**src/rtl/i2s_clkgen.sv**
```systemverilog
// I2S bit-clock and word-select generator. Frames always start and end on a
// frame boundary, and the divider and slot width are relatched only at frame ends.
module i2s_clkgen #(
  parameter int DIV_WIDTH = 16
) (
  input  logic                 clk_i,
  input  logic                 rst_i,
  input  logic                 en_i,
  input  logic [DIV_WIDTH-1:0] div_i,
  input  logic [1:0]           wm_i,
  output logic                 busy_o,
  output logic                 i2s_sck_o,
  output logic                 i2s_ws_o,
  output logic                 sck_rise_o,
  output logic                 sck_fall_o,
  output logic                 frame_start_o
);

  typedef enum logic [1:0] {IDLE, RUN, DRAIN} state_t;

  state_t               r_state;
  logic [DIV_WIDTH-1:0] r_div_q;
  logic [DIV_WIDTH-1:0] r_div_cnt;
  logic [1:0]           r_wm_q;
  logic [5:0]           r_bit_cnt;
  logic                 r_sck;
  logic                 r_ws;
  logic                 r_rise;
  logic                 r_fall;
  logic                 r_fs;
  logic                 r_busy;

  logic [5:0]           w_half_bits;
  logic [5:0]           w_last_bit;
  logic                 w_tick;
  logic                 w_frame_end;

  // N = 8*(wm+1) marks the right slot; 2N-1 = 16*wm+15 is the last bit of a frame.
  assign w_half_bits = {1'b0, r_wm_q, 3'b000} + 6'd8;
  assign w_last_bit  = {r_wm_q, 4'hF};
  assign w_tick      = (r_div_cnt == r_div_q);
  assign w_frame_end = w_tick && r_sck && (r_bit_cnt == w_last_bit);

  always_ff @(posedge clk_i) begin
    if (rst_i) begin
      r_state   <= IDLE;
      r_div_q   <= '0;
      r_div_cnt <= '0;
      r_wm_q    <= '0;
      r_bit_cnt <= '0;
      r_sck     <= 1'b0;
      r_ws      <= 1'b0;
      r_rise    <= 1'b0;
      r_fall    <= 1'b0;
      r_fs      <= 1'b0;
      r_busy    <= 1'b0;
    end else begin
      r_rise <= 1'b0;
      r_fall <= 1'b0;
      r_fs   <= 1'b0;
      unique case (r_state)
        IDLE: begin
          r_sck     <= 1'b0;
          r_ws      <= 1'b0;
          r_div_cnt <= '0;
          r_bit_cnt <= '0;
          if (en_i) begin
            r_state <= RUN;
            r_div_q <= div_i;
            r_wm_q  <= wm_i;
            r_fs    <= 1'b1;
            r_busy  <= 1'b1;
          end
        end
        RUN, DRAIN: begin
          if (r_state == RUN && !en_i) begin
            r_state <= DRAIN;
          end else if (r_state == DRAIN && en_i) begin
            r_state <= RUN;
          end
          if (!w_tick) begin
            r_div_cnt <= r_div_cnt + DIV_WIDTH'(1);
          end else begin
            r_div_cnt <= '0;
            r_sck     <= ~r_sck;
            if (!r_sck) begin
              r_rise <= 1'b1;
            end else begin
              r_fall <= 1'b1;
              if (w_frame_end) begin
                r_bit_cnt <= '0;
                r_ws      <= 1'b0;
                // A live run request at the boundary wins over finishing the drain.
                if (r_state == RUN || en_i) begin
                  r_fs    <= 1'b1;
                  r_div_q <= div_i;
                  r_wm_q  <= wm_i;
                end else begin
                  r_state <= IDLE;
                  r_busy  <= 1'b0;
                end
              end else begin
                r_bit_cnt <= r_bit_cnt + 6'd1;
                if (r_bit_cnt + 6'd1 == w_half_bits) begin
                  r_ws <= 1'b1;
                end
              end
            end
          end
        end
        default: r_state <= IDLE;
      endcase
    end
  end

  assign busy_o        = r_busy;
  assign i2s_sck_o     = r_sck;
  assign i2s_ws_o      = r_ws;
  assign sck_rise_o    = r_rise;
  assign sck_fall_o    = r_fall;
  assign frame_start_o = r_fs;

endmodule

```
**config.mk**
```make
export PLATFORM = sky130hd
export DESIGN_NAME = i2s_clkgen
export DESIGN_NICKNAME = d
export VERILOG_FILES = /design/src/rtl/i2s_clkgen.sv
export SDC_FILE = /design/constraint.sdc
export NUM_CORES = 1
export LEC_CHECK = 0
export CORE_ASPECT_RATIO = 0.6
export CORE_MARGIN = 5
export CORE_UTILIZATION = 50
export DETAILED_ROUTE_END_ITERATION = 16
export DONT_BUFFER_PORTS = 1
export GPL_ROUTABILITY_DRIVEN = 0
export SYNTH_ARGS = -nofsm -noshare
export SYNTH_HDL_FRONTEND = slang
export SYNTH_SLANG_ARGS = --single-unit
```
**constraint.sdc**
```tcl
create_clock -name clk_i -period 2.6 [get_ports clk_i]
set_clock_uncertainty 0.1 [all_clocks]
set_input_delay 0.39 -clock clk_i [delete_from_list [all_inputs] [get_ports clk_i]]
set_output_delay 0.39 -clock clk_i [all_outputs]
set_load 0.01 [all_outputs]
```
# Word level (Yosys, flattened, before mapping)
# Cells that the tools add are included.
totals:
  reg_bits: 48
  latch_bits: 0
  ramBits: 0
  mem_bits_ro: 0
  out_inout_bits: 6
  mem_count: 0
classes:
  addsub: 3
  mul: 0
  div_mod_pow: 0
  magnitude_cmp: 0
  n_eq_ne: 12
  shifts: 0
  mux: 47
  bitwise: 3
  n_reduce_logical: 15
ops:
  columns: ["operator", "count"]
  rows:
  - ["$mux W16", 6]
  - ["$pmux W16 S2", 2]
  - ["$mux W2", 12]
  - ["$mux W6", 3]
  - ["$mux W1", 17]
  - ["$add A16 B1 Y16 const B", 1]
  - ["$eq A16 B16 Y1", 1]
  - ["$eq A6 B6 Y1", 2]
  - ["$ne A2 B2 Y1 const B", 6]
  - ["$pmux W6 S2", 1]
  - ["$reduce_and A6 Y1", 2]
  - ["$pmux W1 S2", 4]
  - ["$pmux W2 S2", 2]
  - ["$add A5 B4 Y6 const B", 1]
  - ["$add A6 B1 Y6 const B", 1]
  - ["$logic_and A1 B1 Y1", 4]
  - ["$reduce_and A4 Y1", 1]
  - ["$ne A3 B3 Y1 const B", 1]
  - ["$not A1 Y1", 3]
  - ["$reduce_and A3 Y1", 1]
  - ["$reduce_or A3 Y1", 1]
  - ["$eq A2 B1 Y1 const B", 1]
  - ["$eq A2 B2 Y1 const B", 1]
  - ["$logic_not A2 Y1", 1]
  - ["5 further kinds", 5]

# Logic depth before layout (Yosys ltp)
# Gate-level depths: netlist (run 1).
depth:
  word_depth: 9
  depth_mapped: 10

# Worst setup path after synthesis (run 1)
# Ideal clock, no wire load.
synth_timing:
  kind: "register -> register"
  startpoint: "register r_state[0]"
  endpoint: "register r_div_q[10]"
  setup_ps: 128
  arrival_time_ps: 1900
  required_ps: 2372
  setup_slack_ps: 473
  path_stages_with_launch: 10
  cell_sequence: "dfxtp_1 -> inv_1 -> ha_1 -> clkbuf_1 -> nor2_1 -> a22oi_2 -> buf_4 -> buf_6 -> mux2i_1 -> nor2_1"
synth_via:
  elab_chain_len: 4
  elab_cells_between_ends: 13
  classes_between: "eq/ne (7); mux (1); reduce/logical (5)"
synth_lines:
  columns: ["item", "line_no", "text"]
  rows:
  - ["start: declaration", "21", "state_t r_state;"]
  - ["start signal: assignment", "46", "r_state <= IDLE;"]
  - ["start signal: assignment", "68", "r_state <= RUN;"]
  - ["start signal: assignment", "77", "r_state <= DRAIN;"]
  - ["$eq A2 B1 Y1 / $eq A2 B2 Y1 (equally long branches)", "61, 94", null]
  - ["$reduce_or A2 Y1 / $logic_or A1 B1 Y1 (equally long branches)", "61, 94", null]
  - ["$ne A2 B2 Y1 (no source line) / $reduce_bool A2 Y1 (equally long branches)", null, null]
  - ["$reduce_and A6 Y1 (no source line)", null, null]
  - ["end signal: assignment", "69", "r_div_q <= div_i;"]
  - ["end signal: assignment", "96", "r_div_q <= div_i;"]
  - ["end: declaration", "22", "logic [DIV_WIDTH-1:0] r_div_q;"]
# Several ways; a longest one is shown, not always the timed one.
# A chain may end at the register's enable or synchronous reset.

# Worst setup path in the final report (run 1)
layout_timing:
  startpoint: "register r_div_cnt[3]"
  endpoint: "register r_state[1]"
layout_via:
  elab_chain_len: 7
layout_lines:
  columns: ["item", "line_no", "text"]
  rows:
  - ["start: declaration", "23", "logic [DIV_WIDTH-1:0] r_div_cnt;"]
  - ["start signal: assignment", "82", "r_div_cnt <= r_div_cnt + DIV_WIDTH'(1);"]
  - ["$eq A16 B16 Y1 (*)", "41", "assign w_tick = (r_div_cnt == r_div_q);"]
  - ["$logic_and A1 B1 Y1 (2 in a row)", "42", "assign w_frame_end = w_tick && r_sck && (r_bit_cnt == w_last_bit);"]
  - ["$mux W2", "90", "if (w_frame_end) begin"]
  - ["$mux W2", "86", "if (!r_sck) begin"]
  - ["$mux W2 (*)", "81", "if (!w_tick) begin"]
  - ["$pmux W2 S2 (*)", "61", "unique case (r_state)"]
  - ["end signal: assignment", "68", null]
  - ["end signal: assignment", "79", "r_state <= RUN;"]
  - ["end signal: assignment", "99", "r_state <= IDLE;"]
# Every way passes the cells marked *; elsewhere a longest branch is shown, timed or not.

==> impl_metrics.py, run 1 <==
metrics = {
    "grt": {
        "grt_max_degree": 33,
        "antenna_found_initial": 0,
        "grt_pass1_vias": 1601,
        "grt_usage": 0.163,
        "grt_pass1_wl_mm": 8.10,
        "overflow": 0,
    },
    "floorplan": {
        "die-area_um2": 6260,
        "initial_core_util": 0.516,
        "die_x_um": 98.9,
        "rows": 19,
        "fp.dieH_um": 63.3,
        "ios": 27,
        "core-area_um2": 4590,
    },
    "sta": {
        "period_minus_slack_ns": 2.36,
        "setup-tns-final_ns": 0,
        "rsz0062_at_grt": "false",
        "period_share": 0.908,
        "worstMarginPinSlew_ns": 0.577,
        "final_hold_viol_count": 0,
        "slew-limit-headroom": 0.613,
        "drv_slew": 0,
        "fmax_mhz": 423,
        "setup_viol": 0,
    },
    "logic_synthesis": {
        "synthesis.nets": 283,
        "synth_area_leaders": "dfxtp_1 (41%), mux2i_1 (8.4%), xnor2_1 (7.8%)",
        "syn_area_per_cell_um2": 9.29,
        "synth-edff-count": 0,
        "async_flop_share": 0,
        "synth_cell_type_count": 43,
        "ys_warn_count": 0,
        "synth_top_cell_area_share": 0.405,
        "ys.flop_type": "dfxtp_1",
        "synth_area_um2": 2370,
        "synth_top_area_cell": "dfxtp_1",
        "syn_inst": 255,
        "ys_seq_area_frac": 0.405,
        "ys_seq_elements": 48,
    },
    "critical_path": {
        "r2r_cells": 6,
        "crit_chain": "xnor2_1 > nand4_1 > nor4_4 > nand4_1 > nor3_1 > o32ai_1",
        "crit_family": "simple AND/OR/NAND/NOR gates",
        "critical_path_depth": 6,
        "path_buf_inv": 0,
        "reg2reg_slack_ns": 0.24,
        "slowest_delay_ns": 0.60,
        "critical_path_class": "flop to flop",
        "r2r-start": "r_div_cnt[3]",
        "critPathCaptureType": "flop",
        "critPathMaxFanout": 9,
        "critical_path.slowest_cell": "nor4_4",
        "cp_common_cell": "nand4_1",
        "crit_end": "r_state[1]",
        "startpoint_type": "flop",
        "worstPathRequired_ns": 2.67,
        "cp_data_arrival_time_ns": 2.43,
        "critPathLaunch": "r_div_cnt[3]",
        "reg2reg_to": "r_state[1]",
    },
    "clock_network": {
        "cts_tree": "built",
        "cts_buffer_depth": 2,
        "clk_pin_slew_ns": 0.09,
        "numCtsBuffers": 5,
        "cts.sinks": 48,
        "cts_root_buffer": "clkbuf_8",
        "hold_buffers": 0,
        "cts.htree.levels": 2,
        "postCtsSetupBuffers": 0,
        "clkLatencyLatePin_ns": 0.30,
        "cts_resized": 0,
    },
    "final_layout": {
        "drive_above_1_share": 0.0627,
        "final_cells": 318,
        "antenna_cells": 0,
        "area_growth_pct": 6.60,
        "nNetsFinal": 282,
    },
    "job": {
        "cap_viol_max_count": 0,
    },
    "route": {
        "drtIter0Drc": 67,
        "avgRoutedWirePerCell_um": 15.2,
        "drc": 0,
        "vias_per_cell": 5.41,
        "antenna_left": 0,
        "drtPass1Iterations": 4,
        "postRouteWirelength_mm": 4.85,
        "vias": 1720,
    },
    "power_and_ir_drop": {
        "p_leak_nw": 0.976,
        "power_density_nw_per_um2": 598,
        "irDropWorstVdd_mv": 0.365,
    },
    "placement": {
        "port_buffers": 0,
        "dp_hpwl_mm": 3.60,
        "dp.cells": 310,
    },
    "status": {
        "outcome": "finished clean",
    },
    "worst_hold_path": {
        "hold_class": "input pin to flop",
    },
}
==> cells in the final DEF, fill, tap and decap left out, types with 2 or more instances in the layout <==
cell and n:
dfxtp_1 48, nor2_1 44, xnor2_1 21, mux2i_1 20
xor2_1 17, nand3_1 15, nand2_1 12, nand4_1 8
ha_1 7, inv_1 5, a21oi_1 5, clkbuf_8 5
and3_1 4, nor3_1 4, o21ai_0 4, nor2b_1 3
nand3b_1 3, nand2b_1 2, buf_4 2
==> per-layer routing <==
layer,wire [µm],vias up,GRT usage
li1,-,874,-
met1,2750,795,0.255
met2,1710,46,0.204
met3,336,5,0.0529
met4,48,0,0.0460
met5,0,-,0
==> Yosys cell counts (2+ instances only) <==
cell type	count
inv_1	5
nand2_1	12
clkbuf_1	6
nand3_1	15
nand2b_1	2
o21ai_0	4
nor2b_1	3
a21oi_1	5
mux2i_1	20
nand3b_1	3
buf_4	2
dfxtp_1	48
ha_1	7
nor3_1	4
xor2_1	17
nor2_1	44
and3_1	4
nand4_1	8
buf_6	2
xnor2_1	21
==> stage by stage <==
stage / hold WS [ns] / total power [W] / setup WS, ns / area, µm² / utilization
finish: 0.0588 / 0.00151 / 0.238 / 2530 / 0.551
global route: 0.0310 / 0.00160 / 0.107 / 2530 / 0.551
CTS: 0.0389 / 0.00153 / 0.270 / 2530 / 0.551
detailed placement: 0.368 / 0.000998 / 0.296 / 2420 / 0.527
global placement: 0.364 / 0.000996 / 0.287 / 2420 / 0.527
floorplan: 0.365 / 0.000966 / 0.473 / 2370 / -
==> power by group <==
part	internal [W]	switching, W
Sequential	0.000763	0.0000269
Combinational	0.0000846	0.000106
Clock	0.000286	0.000245
Total	0.00113	0.000378
==> cell families (layout without fill, tap and decap cells) <==
| group | Yosys count | count (layout) | synth area share |
|---|---|---|---|
| buf+inv | 16 | 16 | 0.0354 |
| compound gates | 22 | 22 | 0.0734 |
| xor+xnor | 38 | 38 | 0.140 |
| mux | 20 | 20 | 0.0845 |
| fa+ha+maj | 7 | 7 | 0.0370 |
| simple gates | 104 | 104 | 0.224 |
| flops | 48 | 48 | 0.405 |
==> state kept, by name, indices dropped and copies added (netlist names) <==
register and flops:
r_div_q 16, frame_start_o 1, r_state 2, sck_rise_o 1, r_wm_q 2, i2s_sck_o 1
busy_o 1, sck_fall_o 1, i2s_ws_o 1, r_div_cnt 16, r_bit_cnt 6
==> area by class of cell <==
cell class	instances	area, µm²
inverter	5	18.8
tap	63	78.8
clock inverter	2	35.0
sequential	48	961
multi-input combinational	191	1330
fill	423	2060
clock buffer	6	72.6
timing repair buffer	3	35.0
==> how the worst min path moves through the flow <==
stage                  from  depth (start not counted)  slack (ns)            to
6_report              rst_i                          1        0.06        busy_o
5_1_grt               rst_i                          1        0.03   r_div_q[10]
4_1_cts               rst_i                          1        0.04  r_bit_cnt[1]
3_5_place_dp          rst_i                          1        0.37  r_bit_cnt[5]
3_3_place_gp          rst_i                          1        0.36  r_bit_cnt[1]
2_1_floorplan  r_bit_cnt[1]                          2        0.37  r_bit_cnt[1]
==> worst reg2reg max path: cells and delay by family (launching register included) <==
family / cells / cell delay (ns)
AOI/OAI and AO/OA: 1 / 0.15
DFF: 1 / 0.45
and+or+nand+nor: 4 / 1.37
xor gates and xnor gates: 1 / 0.17
Note: power is estimated with default switching activity, not from simulation.
==> run 2, diff against run 1 <==
- CORE_ASPECT_RATIO: 0.6 -> 1.5
- GPL_TIMING_DRIVEN: default -> 0
==> impl_metrics.py, run 2 (synthesized netlist as in run 1, its figures left out) <==
metrics = {
    "status": {
        "outcome": "finished clean",
    },
    "floorplan": {
        "core-area_um2": 4580,
        "die-area_um2": 6240,
        "die_x_um": 66.2,
        "fp.dieH_um": 94.3,
        "ios": 27,
        "rows": 30,
        "initial_core_util": 0.517,
    },
    "route": {
        "antenna_left": 0,
        "vias_per_cell": 5.31,
        "drc": 0,
        "vias": 1747,
        "postRouteWirelength_mm": 4.69,
        "drtPass1Iterations": 4,
        "drtIter0Drc": 124,
        "avgRoutedWirePerCell_um": 14.3,
    },
    "sta": {
        "setup-tns-final_ns": 0,
        "period_share": 0.903,
        "drv_slew": 0,
        "worstMarginPinSlew_ns": 0.549,
        "fmax_mhz": 426,
        "rsz0062_at_grt": "false",
        "slew-limit-headroom": 0.634,
        "period_minus_slack_ns": 2.35,
        "setup_viol": 0,
        "final_hold_viol_count": 0,
    },
    "final_layout": {
        "drive_above_1_share": 0.0830,
        "area_growth_pct": 8.08,
        "antenna_cells": 0,
        "final_cell_mix": "dfxtp_1 (48), nor2_1 (44), xnor2_1 (21)",
        "num-fill-cells": 448,
        "nNetsFinal": 292,
        "final_cells": 329,
        "mostFrequentLayoutCell": "dfxtp_1",
        "top_regs": "r_div_cnt (16), r_div_q (16), r_bit_cnt (6)",
    },
    "clock_network": {
        "cts_root_buffer": "clkbuf_8",
        "clkLatencyLatePin_ns": 0.30,
        "cts_tree": "built",
        "numCtsBuffers": 5,
        "hold_buffers": 0,
        "cts_resized": 0,
        "cts.htree.levels": 2,
        "clk_pin_slew_ns": 0.08,
        "cts.sinks": 48,
        "postCtsSetupBuffers": 0,
        "cts_buffer_depth": 2,
    },
    "grt": {
        "overflow": 0,
        "antenna_found_initial": 0,
        "grt_pass1_wl_mm": 7.96,
        "grt_max_degree": 15,
        "grt_pass1_vias": 1731,
        "grt_usage": 0.165,
    },
    "critical_path": {
        "critical_path_class": "flop to flop",
        "crit_chain": "ha_1 > nand3_1 > nand4bb_1 > nor3_1 > a22oi_2 > buf_4 > buf_6 > mux2i_1 > nor2_1",
        "worstPathRequired_ns": 2.68,
        "path_buf_inv": 2,
        "cp_data_arrival_time_ns": 2.42,
        "critPathCaptureType": "flop",
        "critical_path.slowest_cell": "dfxtp_1",
        "slowest_delay_ns": 0.39,
        "crit_family": "simple AND/OR/NAND/NOR gates",
        "startpoint_type": "flop",
        "critPathMaxFanout": 10,
    },
    "power_and_ir_drop": {
        "p_leak_nw": 0.999,
        "irDropWorstVdd_mv": 0.325,
        "power_density_nw_per_um2": 566,
    },
    "placement": {
        "dp_hpwl_mm": 3.57,
        "dp.cells": 319,
        "port_buffers": 0,
    },
    "job": {
        "cap_viol_max_count": 0,
    },
    "worst_hold_path": {
        "hold_class": "input pin to flop",
    },
}
[run 2: path summary, 6_finish.rpt]
kind / start / slack (ns) / to / depth (start not counted)
hold reg to reg: r_bit_cnt[1] / 0.41 / r_bit_cnt[1] / 2
setup / recovery: r_bit_cnt[0] / 0.25 / r_div_q[5] / 9
setup reg to reg: r_bit_cnt[0] / 0.25 / r_div_q[5] / 9
hold / removal: div_i[6] / 0.14 / r_div_q[6] / 2
[run 2: cell type report]
cell class                 count  area (µm²)  area share
multi-input combinational    191        1330       0.517
sequential                    48         961       0.375
clock buffer                   6        82.6      0.0322
tap                           64        80.1      0.0313
buffer                        10        61.3      0.0239
timing repair buffer           3        22.5     0.00879
inverter                       5        18.8     0.00733
clock inverter                 2        10.0     0.00391
[run 2: power by group]
part | leakage, nW | internal [W] | switching [W] | total (W)
combinational | 0.558 | 0.0000965 | 0.000114 | 0.000211
clock | 0.0510 | 0.000212 | 0.000238 | 0.000450
sequential | 0.390 | 0.000763 | 0.0000249 | 0.000788
total | 0.999 | 0.00107 | 0.000377 | 0.00145
[run 2: routing by layer]
metal | wire (µm) | track usage
met1 | 1870 | 0.170
met2 | 2560 | 0.307
met3 | 144 | 0.0383
met5 | 0 | 0
met4 | 120 | 0.0712
[run 2: through the flow]
| step | total power [W] | hold WS (ns) | utilization | cell area (µm²) | worst slack (ns) |
|---|---|---|---|---|---|
| 6_report | 0.00145 | 0.137 | 0.559 | 2560 | 0.252 |
| 5_1_grt | 0.00152 | 0.118 | 0.559 | 2560 | 0.147 |
| 4_1_cts | 0.00146 | 0.128 | 0.555 | 2540 | 0.141 |
| 3_5_place_dp | 0.00101 | 0.383 | 0.535 | 2450 | 0.166 |
| 3_3_place_gp | 0.00100 | 0.378 | 0.535 | 2450 | 0.159 |
| 2_1_floorplan | 0.000966 | 0.365 | - | 2370 | 0.473 |
==> run 3, diff against run 2 <==
- ABC_AREA: default -> 1
- CTS_CLUSTER_DIAMETER: default -> 200
==> impl_metrics.py, run 3 <==
metrics = {
    "critical_path": {
        "worstPathRequired_ns": 2.71,
        "startpoint_type": "flop",
        "critPathMaxFanout": 10,
        "critical_path_class": "flop to flop",
        "cp_data_arrival_time_ns": 2.42,
        "critPathCaptureType": "flop",
    },
    "logic_synthesis": {
        "yosysMostFrequentCell": "nand2_1",
        "synthesis.nets": 424,
        "async_flop_share": 0,
        "ys_seq_area_frac": 0.370,
        "ys_seq_elements": 48,
        "syn_area_per_cell_um2": 6.57,
        "synth_area_um2": 2600,
        "synth_common_cells": "nand2_1 (123), nor2_1 (71), dfxtp_1 (48)",
        "synth_area_leaders": "dfxtp_1 (37%), nand2_1 (18%), nor2_1 (10%)",
        "ys_warn_count": 0,
        "synth-edff-count": 0,
        "synth_top_area_cell": "dfxtp_1",
        "synth_top_cell_area_share": 0.370,
        "syn_inst": 396,
        "ys.flop_type": "dfxtp_1",
        "synth_cell_type_count": 32,
    },
    "clock_network": {
        "cts_buffer_depth": 2,
        "numCtsBuffers": 5,
        "cts.sinks": 48,
        "postCtsSetupBuffers": 0,
        "cts.htree.levels": 2,
        "cts_root_buffer": "clkbuf_8",
        "hold_buffers": 0,
        "cts_resized": 0,
        "cts_tree": "built",
        "clk_pin_slew_ns": 0.10,
        "clkLatencyLatePin_ns": 0.31,
    },
    "grt": {
        "overflow": 0,
        "grt_max_degree": 16,
        "grt_pass1_wl_mm": 9.83,
        "grt_pass1_vias": 2257,
        "grt_usage": 0.190,
        "antenna_found_initial": 0,
    },
    "final_layout": {
        "final_cells": 472,
        "num-fill-cells": 525,
        "drive_above_1_share": 0.0792,
        "regArea_um2": 961,
        "nNetsFinal": 431,
        "antenna_cells": 0,
        "mostFrequentLayoutCell": "nand2_1",
        "final_core_util": 0.559,
        "multi_input_area_um2": 1390,
        "area_growth_pct": 9.38,
        "top_regs": "r_div_cnt (16), r_div_q (16), r_bit_cnt (6)",
        "final_cell_mix": "nand2_1 (123), nor2_1 (71), dfxtp_1 (48)",
    },
    "route": {
        "vias_per_cell": 4.94,
        "avgRoutedWirePerCell_um": 12.2,
        "drtPass1Iterations": 4,
        "postRouteWirelength_mm": 5.77,
        "antenna_left": 0,
        "drtIter0Drc": 79,
        "vias": 2330,
        "drc": 0,
    },
    "floorplan": {
        "die_x_um": 68.9,
        "die-area_um2": 6770,
        "initial_core_util": 0.511,
        "core-area_um2": 5080,
        "ios": 27,
        "fp.dieH_um": 98.3,
        "rows": 32,
    },
    "status": {
        "outcome": "finished clean",
    },
    "sta": {
        "worstMarginPinSlew_ns": 0.555,
        "setup-tns-final_ns": 0,
        "rsz0062_at_grt": "false",
        "fmax_mhz": 433,
        "slew-limit-headroom": 0.630,
        "drv_slew": 0,
        "final_hold_viol_count": 0,
        "period_share": 0.887,
        "setup_viol": 0,
        "period_minus_slack_ns": 2.31,
    },
    "power_and_ir_drop": {
        "clkPwrFrac": 0.375,
        "internal-power_w": 0.00141,
        "p_switching_w": 0.000575,
        "p_leak_nw": 1.26,
        "swShare": 0.289,
        "irDropWorstVdd_mv": 0.416,
        "p_seq_frac": 0.416,
        "power_density_nw_per_um2": 699,
        "combPwrFrac": 0.209,
    },
    "placement": {
        "port_buffers": 0,
        "dp_hpwl_mm": 4.45,
        "dp.cells": 464,
    },
    "job": {
        "cap_viol_max_count": 0,
    },
    "worst_hold_path": {
        "hold_class": "input pin to flop",
    },
}
-- run 3: cell count changes in the layout (fill, tap and decap cells not counted), sizes merged, moves of 4 or more --
| cell | previous run | this run |
|---|---|---|
| inv | 5 | 50 |
| xnor2 | 21 | 1 |
| nor2 | 44 | 76 |
| xor2 | 17 | 12 |
| nor3 | 4 | 10 |
| mux2i | 20 | 0 |
| a21oi | 5 | 16 |
| and3 | 4 | 0 |
| nand2 | 12 | 126 |
-- run 3: cells by family (layout without fill, tap and decap cells) --
family / Yosys count / after routing / synth area share
AND/OR/NAND/NOR: 243 / 243 / 0.403
buffers and inverters: 59 / 67 / 0.0972
flip-flops: 48 / 48 / 0.370
AO/OA/AOI/OAI: 26 / 26 / 0.0529
adder cells (fa/ha/maj): 7 / 7 / 0.0337
XOR/XNOR: 13 / 13 / 0.0438
-- run 3: power groups by stage --
stage | Combinational (W) | Sequential (W) | Clock, W
after CTS | 0.000421 | 0.000828 | 0.000762
after global placement | 0.000412 | 0.000844 | 0
after detailed placement | 0.000419 | 0.000845 | 0
final | 0.000416 | 0.000828 | 0.000744
after global routing | 0.000482 | 0.000836 | 0.000795
after floorplan | 0.000334 | 0.000836 | 0
-- run 3: area by class of cell --
cell class / count / share of cell area
Multi-Input combinational cell: 289 / 0.487
Buffer: 9 / 0.0220
Clock inverter: 3 / 0.0317
Clock buffer: 5 / 0.0242
Inverter: 50 / 0.0669
Sequential cell: 48 / 0.338
Tap cell: 68 / 0.0299
-- run 3: routing by layer --
metal / share of wire / track usage
met5: 0 / 0
met1: 0.40 / 0.210
met3: 0.041 / 0.0449
met4: 0.015 / 0.0691
met2: 0.54 / 0.338
-- run 3: critical path, stage by stage (launching register included) --
cell     delay, ns
dfxtp_1       0.39
inv_1         0.10
ha_1          0.28
buf_2         0.24
inv_2         0.10
nor2_1        0.15
inv_1         0.07
o21ai_1       0.24
nand3_4       0.15
buf_2         0.23
nor2_1        0.13
nor2_1        0.05
-- run 3: through the flow --
| stage | power, W | instance area [µm²] | setup slack (ns) | hold slack (ns) |
|---|---|---|---|---|
| detailed placement | 0.00126 | 2690 | 0.270 | 0.366 |
| global route | 0.00211 | 2840 | 0.0562 | 0.104 |
| CTS | 0.00201 | 2840 | 0.270 | 0.106 |
| floorplan | 0.00117 | 2600 | 0.612 | 0.351 |
| finish | 0.00199 | 2840 | 0.293 | 0.111 |
| global placement | 0.00126 | 2690 | 0.300 | 0.363 |
-- run 3: worst paths after layout --
kind | start | end | slack, ns | cells after the start
max | r_state[0] | r_wm_q[0] | 0.29 | 11
min | div_i[4] | r_div_q[4] | 0.11 | 2
max reg2reg | r_state[0] | r_wm_q[0] | 0.29 | 11
min reg2reg | r_div_q[13] | r_div_q[13] | 0.38 | 2
